**src/rtl/imem_loader.sv**
```systemverilog
// imem_loader: receives a program over a valid/ready word stream and writes it
// into instruction memory, checks it against a trailing additive checksum
// word, and releases the processor core from reset once the load is verified.
//
// Ports:
//   clk, reset       clock and asynchronous active-high reset
//   i_start/i_count  start a load session of i_count words (1..2^ADDR_W)
//   i_valid/i_word   source word stream (program words, then checksum word)
//   o_ready          loader accepts i_word this cycle (LOAD or CHECK)
//   o_wrEn/Addr/Data instruction memory write port, one cycle after transfer
//   o_procReset      holds the core in reset except while running
//   o_done/o_error   load verified / bad count or checksum mismatch
//   o_checksum       running modulo-2^DATA_W sum of the program words
module imem_loader #(
  parameter int unsigned DATA_W = 13,
  parameter int unsigned ADDR_W = 6
) (
  input  logic              clk,
  input  logic              reset,
  input  logic              i_start,
  input  logic [ADDR_W:0]   i_count,
  input  logic              i_valid,
  input  logic [DATA_W-1:0] i_word,
  output logic              o_ready,
  output logic              o_wrEn,
  output logic [ADDR_W-1:0] o_wrAddr,
  output logic [DATA_W-1:0] o_wrData,
  output logic              o_procReset,
  output logic              o_done,
  output logic              o_error,
  output logic [DATA_W-1:0] o_checksum
);

  localparam logic [2:0] IDLE  = 3'd0;
  localparam logic [2:0] LOAD  = 3'd1;
  localparam logic [2:0] CHECK = 3'd2;
  localparam logic [2:0] RUN   = 3'd3;
  localparam logic [2:0] ERROR = 3'd4;

  // Largest legal count is the full memory depth, 2^ADDR_W.
  localparam logic [ADDR_W:0] MAX_CNT = {1'b1, {ADDR_W{1'b0}}};
  localparam logic [ADDR_W:0] CNT_ONE = (ADDR_W+1)'(1);

  logic [2:0]        state_q, state_d;
  logic [ADDR_W:0]   cnt_q, cnt_d;
  logic [ADDR_W:0]   len_q, len_d;
  logic [DATA_W-1:0] chk_q, chk_d;
  logic              wr_en_q, wr_en_d;
  logic [ADDR_W-1:0] wr_addr_q, wr_addr_d;
  logic [DATA_W-1:0] wr_data_q, wr_data_d;
  logic              ready_q;
  logic              proc_reset_q;
  logic              done_q;
  logic              error_q;
  logic              xfer;
  logic              count_ok;

  assign xfer     = i_valid & ready_q;
  assign count_ok = (i_count != '0) && (i_count <= MAX_CNT);

  // Next-state, counters, checksum and write-port update.
  always_comb begin
    state_d   = state_q;
    cnt_d     = cnt_q;
    len_d     = len_q;
    chk_d     = chk_q;
    wr_en_d   = 1'b0;
    wr_addr_d = wr_addr_q;
    wr_data_d = wr_data_q;
    case (state_q)
      LOAD: begin
        if (xfer) begin
          wr_en_d   = 1'b1;
          wr_addr_d = cnt_q[ADDR_W-1:0];
          wr_data_d = i_word;
          cnt_d     = cnt_q + CNT_ONE;
          chk_d     = chk_q + i_word;
          if ((cnt_q + CNT_ONE) == len_q) begin
            state_d = CHECK;
          end
        end
      end
      CHECK: begin
        if (xfer) begin
          state_d = (i_word == chk_q) ? RUN : ERROR;
        end
      end
      // IDLE, RUN, ERROR (and any unused encoding) accept a new session.
      default: begin
        if (i_start) begin
          if (count_ok) begin
            state_d = LOAD;
            len_d   = i_count;
            cnt_d   = '0;
            chk_d   = '0;
          end else begin
            state_d = ERROR;
          end
        end
      end
    endcase
  end

  // State and registered outputs; status flags are decoded from the next state
  // so they change in the same cycle the new state becomes visible.
  always_ff @(posedge clk or posedge reset) begin
    if (reset) begin
      state_q      <= IDLE;
      cnt_q        <= '0;
      len_q        <= '0;
      chk_q        <= '0;
      wr_en_q      <= 1'b0;
      wr_addr_q    <= '0;
      wr_data_q    <= '0;
      ready_q      <= 1'b0;
      proc_reset_q <= 1'b1;
      done_q       <= 1'b0;
      error_q      <= 1'b0;
    end else begin
      state_q      <= state_d;
      cnt_q        <= cnt_d;
      len_q        <= len_d;
      chk_q        <= chk_d;
      wr_en_q      <= wr_en_d;
      wr_addr_q    <= wr_addr_d;
      wr_data_q    <= wr_data_d;
      ready_q      <= (state_d == LOAD) || (state_d == CHECK);
      proc_reset_q <= (state_d != RUN);
      done_q       <= (state_d == RUN);
      error_q      <= (state_d == ERROR);
    end
  end

  assign o_ready     = ready_q;
  assign o_wrEn      = wr_en_q;
  assign o_wrAddr    = wr_addr_q;
  assign o_wrData    = wr_data_q;
  assign o_procReset = proc_reset_q;
  assign o_done      = done_q;
  assign o_error     = error_q;
  assign o_checksum  = chk_q;

endmodule

```
**config.mk**
```make
export PLATFORM = sky130hd
export DESIGN_NAME = imem_loader
export DESIGN_NICKNAME = d
export VERILOG_FILES = /design/src/rtl/imem_loader.sv
export SDC_FILE = /design/constraint.sdc
export NUM_CORES = 1
export LEC_CHECK = 0
export CELL_PAD_IN_SITES_DETAIL_PLACEMENT = 1
export CELL_PAD_IN_SITES_GLOBAL_PLACEMENT = 2
export CORE_AREA = 4 4 100 102
export CTS_CLUSTER_DIAMETER = 60
export DETAILED_ROUTE_END_ITERATION = 16
export DIE_AREA = 0 0 104 106
export PLACE_DENSITY = 0.89
export SYNTH_ARGS = -nofsm -noshare
export SYNTH_HDL_FRONTEND = slang
export SYNTH_SLANG_ARGS = --single-unit
export TNS_END_PERCENT = 20
```
**constraint.sdc**
```tcl
create_clock -name clk -period 4.6 [get_ports clk]
set_input_delay 0.92 -clock clk [delete_from_list [all_inputs] [get_ports clk]]
set_output_delay 0.92 -clock clk [all_outputs]
set_load 0.02 [all_outputs]
```
==> flow_metrics.env <==
export IMPL_first_pass_iters=4
export IMPL_synth_edf_count=0
export IMPL_synthMuxAreaShare_pct=2.31
export IMPL_status="complete, no violations"
export IMPL_nNetsFinal=412
export IMPL_cp_start_kind="primary input"
export IMPL_ys_async_sr_fraction_pct=100
export IMPL_cp_max_fo=13
export IMPL_ys_types=46
export IMPL_place_ws_ns=1.07
export IMPL_finalClockSkew_ns=0.0119
export IMPL_synth_cells=314
export IMPL_wl_met3_um=257
export IMPL_drtIter0Drc=76
export IMPL_clock_latency_ns=0.32
export IMPL_multi_input_area_um2=1510
export IMPL_stdcell_area_um2=3740
export IMPL_cp_cell_sequence="clkdlybuf4s50_1 > or4_4 > o31a_2 > nor3_4 > buf_4 > nor2_1 > a211oi_1 > o21ai_0"
export IMPL_yosys_area_share_simple_pct=20.6
export IMPL_fin_crit_sh_pct=68.9
export IMPL_hold_path_class="reg -> reg"
export IMPL_diodes=0
export IMPL_crit_family="simple AND/OR/NAND/NOR gates"
export IMPL_grt_pass1_vias=2624
export IMPL_syn_area_um2=2920
export IMPL_ios=61
export IMPL_synthFlopType="dfrtp_1"
export IMPL_synth_adder_area_share_pct=6.25
export IMPL_clk_path_buf_depth=2
export IMPL_initial_core_util_pct=32.1
export IMPL_dieArea_um2=11000
export IMPL_die_w_um=104
export IMPL_port_buffers=60
export IMPL_routedWlPerCell_um=15.7
export IMPL_seqCellArea_um2=1350
export IMPL_fin_ws_ns=1.43
export IMPL_cts_max_level=2
export IMPL_rows=35
export IMPL_via_per_inst=5.19
export IMPL_max_stage_delay_ns=0.55
export IMPL_cts_tree="built"
export IMPL_synth_seq_cells=54
export IMPL_fmax_mhz=316
export IMPL_rsz0062_at_grt="false"
export IMPL_p_total_w=0.00203
export IMPL_grt_pass1_wl_mm=13.4
export IMPL_cts_buffers=5
export IMPL_yosysMostFrequentCell="nand2_1"
export IMPL_cp_buffers_inverters=2
export IMPL_place_congestion=0.723
export IMPL_post_route_min_period_ns=3.17
export IMPL_num_vias=2524
export IMPL_wl_met2_mm=3.57
export IMPL_synth_commonest_cells="nand2_1 (88), dfrtp_1 (53), o21ai_0 (24)"
export IMPL_post_route_drc_count=0
export IMPL_yosys_top_cells_area="dfrtp_1 (45%), nand2_1 (11%), ha_1 (5.6%)"
export IMPL_clock_sinks=54
export IMPL_cp_required_ns=4.79
export IMPL_antenna_found_initial=0
export IMPL_max_cap_violations=0
export IMPL_cts_resized_gates=0
export IMPL_netlist_area_leader_share_pct=45.4
export IMPL_met1_length_mm=3.74
export IMPL_postRouteAntennaNets=0
export IMPL_die_h_um=106
export IMPL_setup_viol=0
export IMPL_cts_root_buf="clkbuf_8"
export IMPL_yosysWarnings=0
export IMPL_final_max_slew_viol_count=0
export IMPL_cpMaxStageDelayCell="or4_4"
export IMPL_overflow=0
export IMPL_syn_avg_cell_area_um2=9.31
export IMPL_p_leak_nw=1.66
export IMPL_detailed_place_area_um2=3650
export IMPL_dp_hpwl_mm=5.55
export IMPL_yosysSeqAreaShare_pct=46.3
export IMPL_synth_net_count=352
export IMPL_grt_use_total_pct=14.7
export IMPL_drive_gt1_share_pct=8.27
export IMPL_synth_top_family_by_area="simple AND/OR/NAND/NOR gates"
export IMPL_routed_top_layer="met4"
export IMPL_core_area_um2=9110
export IMPL_area_growth_pct=28.0
export IMPL_synth_compound_area_share_pct=15.7
export IMPL_end_kind="flop"
export IMPL_cts_clk_slew_worst_paths_ns=0.10
export IMPL_ir_drop_mv=0.171
export IMPL_utilization_pct=41.1
export IMPL_cts_setup_buffers=0
export IMPL_drt_wl_total_mm=7.65
export IMPL_tightest_slew_ns=0.890
export IMPL_maxSlewHeadroom_pct=40.6
export IMPL_worst_setup_path_type="in -> reg"
export IMPL_synth_xor_area_share_pct=6.59
export IMPL_cts_hold_buf=0
export IMPL_grt_max_degree=51
export IMPL_num_fill_cells=1084
export IMPL_pwr_density_cell_nw_per_um2=542
export IMPL_yosysTopAreaCell="dfrtp_1"
export IMPL_cp_arrival_ns=3.36
export IMPL_setup_tns_ns=0
export IMPL_hold_viol_final=0
area by class of cell:
cell class                      instances  area share, %
Clock buffer                            5           1.84
Timing Repair Buffer                   64           16.9
Sequential cell                        54           36.1
Clock inverter                          3          0.568
Tap cell                              111           3.71
Multi-Input combinational cell        244           40.4
Inverter                                5          0.502
sequential cells by signal (all words and copies together), names as in the netlist, 3 cells and up:
register and flops:
len_q 7, state_q 3, o_checksum 13, o_wrData 13
cnt_q 7, o_wrAddr 6
per-layer routing:
metal,vias to the layer above,GRT usage [%]
met5,-,0
met4,0,3.42
met3,5,2.85
met2,45,24.0
met1,1258,20.2
li1,1216,-
per-stage QoR:
stage / hold slack (ns) / std cells
floorplan: 0.467 / 314
global placement: 0.457 / 478
detailed placement: 0.462 / 478
CTS: 0.490 / 486
global route: 0.501 / 486
finish: 0.485 / 486
where the power goes:
part	internal [W]	switching, W	total [W]
Sequential	0.000626	0.000124	0.000750
Clock	0.000108	0.000167	0.000274
Combinational	0.000466	0.000538	0.00100
layout by cell type, fill, tap and decap left out, types with 2 or more instances in the layout:
| cell | netlist | routed |
|---|---|---|
| o21ai_0 | 24 | 24 |
| xnor2_1 | 9 | 9 |
| o31ai_1 | 3 | 3 |
| dfrtp_1 | 53 | 53 |
| clkbuf_8 | 0 | 5 |
| nor4_1 | 4 | 4 |
| xor2_1 | 13 | 13 |
| a21o_1 | 4 | 4 |
| nor2_1 | 13 | 13 |
| nor3b_1 | 5 | 5 |
| mux2_2 | 6 | 6 |
| a211oi_1 | 7 | 7 |
| nand4_1 | 5 | 5 |
| clkdlybuf4s50_1 | 0 | 60 |
| nand2_1 | 88 | 88 |
| ha_1 | 13 | 13 |
| and2_1 | 4 | 4 |
| a41oi_1 | 2 | 2 |
| a21oi_1 | 8 | 8 |
| o22ai_1 | 11 | 11 |
| inv_1 | 5 | 4 |
| buf_4 | 1 | 4 |
| o211ai_1 | 2 | 2 |
worst reg2reg max path, cell delays in order, from the launching register on:
cell and delay [ns]:
dfrtp_1 0.42, ha_1 0.23, fa_1 0.44, a211oi_1 0.32, o21bai_1 0.17, o2111ai_1 0.33, a211oi_1 0.13, a211oi_1 0.21
o21ai_0 0.11
path summary, 6_finish.rpt:
| kind | from | end | slack, ns | cells after the start |
|---|---|---|---|---|
| max | i_count[1] | o_checksum[12] | 1.43 | 8 |
| min | o_wrData[6] | o_wrData[6] | 0.49 | 2 |
| max reg2reg | o_checksum[0] | o_checksum[12] | 2.12 | 8 |
| min reg2reg | o_wrData[6] | o_wrData[6] | 0.49 | 2 |
| max in group asynchronous | reset | o_procReset | 2.68 | 3 |
| min in group asynchronous | reset | o_wrAddr[4] | 1.11 | 2 |
cell families (layout without fill, tap and decap cells):
kind of cell	after synthesis	in the layout
AO/OA/AOI/OAI	70	70
XOR/XNOR	22	22
adder cells (fa/ha/maj)	14	14
buffers and inverters	16	77
flip-flops	54	54
multiplexers	6	6
AND/OR/NAND/NOR	132	132
Note: power is estimated with default switching activity, not from simulation.
